### src/rtl/wave_sequencer.sv
// wave_sequencer: playlist scheduler for the waveform generator configuration.
// Steps through programmed entries, holding each for a dwell counted in sample ticks.
module wave_sequencer #(
    parameter int DEPTH   = 8,
    parameter int ADDR_W  = 3,
    parameter int DWELL_W = 16
) (
    input  logic                  i_clk,
    input  logic                  i_rst,
    input  logic                  i_sample_tick,
    input  logic                  i_wr_en,
    input  logic [ADDR_W-1:0]     i_wr_addr,
    input  logic [11+DWELL_W-1:0] i_wr_data,
    input  logic [ADDR_W:0]       i_num_entries,
    input  logic                  i_loop,
    input  logic                  i_start,
    input  logic                  i_stop,
    output logic [2:0]            o_wave_sel,
    output logic [1:0]            o_freq_sel,
    output logic [3:0]            o_duty_sel,
    output logic                  o_ampl_sel,
    output logic                  o_noise_en,
    output logic                  o_busy,
    output logic [ADDR_W-1:0]     o_step_idx,
    output logic                  o_step_pulse,
    output logic                  o_seq_done
);

    localparam int LEN_W = ADDR_W + 1;
    localparam int ENT_W = 11 + DWELL_W;

    typedef enum logic [1:0] {
        S_IDLE,
        S_FETCH,
        S_DWELL
    } state_t;

    state_t              r_state;
    state_t              w_state_nxt;
    logic [ENT_W-1:0]    r_mem [DEPTH];
    logic [DWELL_W-1:0]  r_cnt;
    logic [ADDR_W-1:0]   r_idx;
    logic [LEN_W-1:0]    r_len;
    logic [10:0]         r_cfg;
    logic                r_step_pulse;
    logic                r_seq_done;

    logic                w_wr_ok;
    logic                w_len_ok;
    logic                w_last;
    logic                w_end;
    logic                w_go;
    logic                w_apply;
    logic                w_advance;
    logic                w_wrap;
    logic                w_done;
    logic                w_count;
    logic [DWELL_W-1:0]  w_dwell;

    if (DEPTH == (1 << ADDR_W)) begin : g_full
        assign w_wr_ok = 1'b1;
    end else begin : g_part
        assign w_wr_ok = ({1'b0, i_wr_addr} < LEN_W'(DEPTH));
    end

    assign w_len_ok = (i_num_entries != '0) &&
                      (i_num_entries <= LEN_W'(DEPTH));
    assign w_last   = ({1'b0, r_idx} == (r_len - LEN_W'(1)));
    assign w_end    = i_sample_tick && (r_cnt == DWELL_W'(1));
    assign w_dwell  = r_mem[r_idx][ENT_W-1:11];

    // Entry storage has no reset so a playlist survives i_rst.
    always_ff @(posedge i_clk) begin
        if (i_wr_en && w_wr_ok)
            r_mem[i_wr_addr] <= i_wr_data;
    end

    always_ff @(posedge i_clk) begin
        if (i_rst)
            r_state <= S_IDLE;
        else
            r_state <= w_state_nxt;
    end

    always_comb begin
        w_state_nxt = r_state;
        w_go        = 1'b0;
        w_apply     = 1'b0;
        w_advance   = 1'b0;
        w_wrap      = 1'b0;
        w_done      = 1'b0;
        w_count     = 1'b0;
        unique case (r_state)
            S_IDLE: begin
                if (i_start && !i_stop && w_len_ok) begin
                    w_go        = 1'b1;
                    w_state_nxt = S_FETCH;
                end
            end
            S_FETCH: begin
                if (i_stop) begin
                    w_state_nxt = S_IDLE;
                end else begin
                    w_apply     = 1'b1;
                    w_state_nxt = S_DWELL;
                end
            end
            S_DWELL: begin
                if (i_stop) begin
                    w_state_nxt = S_IDLE;
                end else if (w_end) begin
                    if (!w_last) begin
                        w_advance   = 1'b1;
                        w_state_nxt = S_FETCH;
                    end else if (i_loop) begin
                        w_wrap      = 1'b1;
                        w_state_nxt = S_FETCH;
                    end else begin
                        w_done      = 1'b1;
                        w_state_nxt = S_IDLE;
                    end
                end else if (i_sample_tick) begin
                    w_count = 1'b1;
                end
            end
            default: w_state_nxt = S_IDLE;
        endcase
    end

    always_ff @(posedge i_clk) begin
        if (i_rst) begin
            r_cnt        <= '0;
            r_idx        <= '0;
            r_len        <= '0;
            r_cfg        <= '0;
            r_step_pulse <= 1'b0;
            r_seq_done   <= 1'b0;
        end else begin
            r_step_pulse <= w_apply;
            r_seq_done   <= w_done;
            if (w_go) begin
                r_len <= i_num_entries;
                r_idx <= '0;
            end else if (w_advance) begin
                r_idx <= r_idx + ADDR_W'(1);
            end else if (w_wrap) begin
                r_idx <= '0;
            end
            // A programmed dwell of zero still lasts one tick.
            if (w_apply) begin
                r_cfg <= r_mem[r_idx][10:0];
                r_cnt <= (w_dwell == '0) ? DWELL_W'(1) : w_dwell;
            end else if (w_count) begin
                r_cnt <= r_cnt - DWELL_W'(1);
            end
        end
    end

    assign o_wave_sel   = r_cfg[10:8];
    assign o_freq_sel   = r_cfg[7:6];
    assign o_duty_sel   = r_cfg[5:2];
    assign o_ampl_sel   = r_cfg[1];
    assign o_noise_en   = r_cfg[0];
    assign o_busy       = (r_state != S_IDLE);
    assign o_step_idx   = r_idx;
    assign o_step_pulse = r_step_pulse;
    assign o_seq_done   = r_seq_done;

endmodule

### config.mk
export PLATFORM = sky130hd
export DESIGN_NAME = wave_sequencer
export DESIGN_NICKNAME = d
export VERILOG_FILES = /design/src/rtl/wave_sequencer.sv
export SDC_FILE = /design/constraint.sdc
export NUM_CORES = 1
export LEC_CHECK = 0
export ABC_AREA = 1
export CORE_MARGIN = 3
export CORE_UTILIZATION = 30
export DETAILED_ROUTE_END_ITERATION = 12
export GPL_ROUTABILITY_DRIVEN = 0
export PLACE_DENSITY = 0.49
export SLEW_MARGIN = 20
export SYNTH_ARGS = -nofsm -noshare
export SYNTH_HDL_FRONTEND = slang
export SYNTH_SLANG_ARGS = --single-unit
### constraint.sdc
create_clock -name i_clk -period 2.7 [get_ports i_clk]
set_input_delay 0.81 -clock i_clk [delete_from_list [all_inputs] [get_ports i_clk]]
set_output_delay 0.81 -clock i_clk [all_outputs]
set_load 0.01 [all_outputs]
==> out/results.ini <==
[status]
status=complete, no violations

[logic_synthesis]
syn_area_mm2=0.0110
postSynth.asyncResetShare_pct=0
yosys.area_share.xor_xnor_pct=0.798
synth-edff-count=216
synth-simple-area-share_pct=17.6
synth_compound_area_share_pct=7.92
synthAdderAreaFrac_pct=0.456
synth.distinct_cells=35
synth.avg_cell_area_um2=10.2
synth_top_family_by_area=simple AND/OR/NAND/NOR gates
ys_ff_latch=257
yosysSeqAreaShare_pct=66.5
yosys_warnings=0
synth_cells=1072
synth_top_flop_cell=edfxtp_1
synth_fp_nets=1117
synthMuxAreaShare_pct=0

[floorplan]
die_x_um=197
ios=58
start_util_pct=30.6
dieArea_mm2=0.0389
rows=69
core-area_mm2=0.0358
dieHeight_um=197

[cts]
cts_buffers=29
cts_setup_buffers=0
cts_hold_buf=0
tritoncts=yes
cts_resized=0
cts-root-buf=clkbuf_16
clock-sinks=257
clk_latency_ns=0.54
clockBufferDepth=3
h-tree-depth=1
path_clk_slew_ns=0.06

[critical_path]
crit_type=flip-flop to output pin
path_max_fanout=2
endpoint_kind=output pin
cp-start-kind=flip-flop
worstPathArrival_ns=1.60
required_ns=1.89

[route]
ant_nets=0
wl_per_cell_um=16.4
drtIter0Drc=445
drc=0
wirelength_um=26600
firstDrtPassIters=6
viasPerCell=4.60
via_count=7437

[global_routing]
grt_overflow=0
grt_start_max_net_pins=67
grt_pass1_wl_um=41800
antenna_found_initial=0
grt.total_usage_pct=13.7
grt_pass1_vias=7308

[placed_design]
placed_cells=1562
port_buffers=57
pre_cts_slack_ns=0.0773
dpl_cell_area_mm2=0.0122
dp_hpwl_um=14600

[timing]
fin_crit_ns=2.41
hold_violations=0
fin_ws_ns=0.286
relSlewSlack_pct=49.6
grt_setup_unrepaired=false
max_freq_mhz=414
tightestPinTransition_ns=0.757
timing.final.crit_share_pct=89.4
hold-worst-slack_ns=0.469
fin_skew_ns=0.0153
final.setup.tns_ns=0
setup_viol=0
drv_slew=0

[finish]
synthToLayoutAreaGrowth_pct=19.3
final_cell_mix=nand2_1 (307), edfxtp_1 (216), inv_1 (113)
fin_nets=1177
final_cells=1616
layout_commonest_cell=nand2_1
drive_gt1_share_pct=7.19
utilization_pct=36.6
fin_area_mm2=0.0131
multi_input_area_mm2=0.00301
seq_area_mm2=0.00731
fillers=3475
antenna_cells=0

[power_and_ir_drop]
power.leakage_nw=5.01
powerDensity_mw_per_mm2=658
peakVddDrop_v=0.000436
total_power_mw=8.62

[job]
drv_cap=0

[worst_hold_path]
hold_class=flip-flop to flip-flop

-- layer usage --
metal | track usage (%) | routed length [um]
met1 | 18.8 | 12100
met4 | 3.01 | 504
met5 | 0 | 0
met3 | 2.11 | 1340
met2 | 23.2 | 12600
-- critical path, cell delays in order, from the launching register on --
cell and delay (ns):
dfxtp_1 0.37, inv_1 0.07, nand2_1 0.09, clkdlybuf4s50_1 0.54
-- power breakdown --
group	internal [mW]	switching, mW	leakage [nW]
registers	4.42	0.0353	2.30
logic	0.164	0.265	2.28
clock network	2.19	1.54	0.440
-- state kept, by name, summed over array words and instances (netlist names), named ones only --
signal and count:
r_cfg 11, o_step_pulse 1, r_len 4, r_mem 216, o_step_idx 3, r_state 2, r_cnt 16, o_seq_done 1
-- cell type report --
class / instances / area share (%)
clock buffer: 38 / 5.87
clock inverter: 16 / 1.01
inverter: 117 / 3.39
multi-input combinational: 647 / 23.0
sequential: 257 / 55.8
tap: 461 / 4.40
timing repair buffer: 80 / 6.53
-- cells by family (layout without fill, tap and decap cells) --
family,count (synthesis),count (layout)
XOR/XNOR,10,10
AO/OA/AOI/OAI,150,150
adder cells (fa/ha/maj),4,4
flip-flops,257,257
buffers and inverters,168,251
AND/OR/NAND/NOR,483,483
-- path summary, 6_finish.rpt --
| path | depth (start not counted) | startpoint | to | slack, ns |
|---|---|---|---|---|
| setup / recovery | 3 | r_state[1]$_SDFFE_PP0P_ | o_busy | 0.29 |
| hold / removal | 2 | r_cfg[3]$_SDFFE_PP0P_ | r_cfg[3]$_SDFFE_PP0P_ | 0.47 |
| setup reg to reg | 14 | flip-flop | r_cnt[0]$_SDFFE_PP0P_ | 0.57 |
| hold reg to reg | 2 | r_cfg[3]$_SDFFE_PP0P_ | r_cfg[3]$_SDFFE_PP0P_ | 0.47 |
-- synth_stat cells (all sizes together), types with 4 or more instances --
| library cell | number | area [um^2] |
|---|---|---|
| clkbuf | 21 | 78.8 |
| o22ai | 8 | 50.1 |
| nor2 | 99 | 377 |
| dfxtp | 41 | 821 |
| o21ai | 80 | 400 |
| buf | 30 | 209 |
| a31oi | 9 | 56.3 |
| edfxtp | 216 | 6490 |
| o221ai | 14 | 123 |
| ha | 4 | 50.1 |
| xor2 | 8 | 70.1 |
| o211ai | 11 | 82.6 |
| nand4 | 7 | 43.8 |
| inv | 115 | 437 |
| nor3 | 6 | 35.0 |
| nand3 | 59 | 295 |
| a21oi | 24 | 128 |
| nand2 | 309 | 1160 |
No activity file was read; power rests on OpenSTA's default activity.
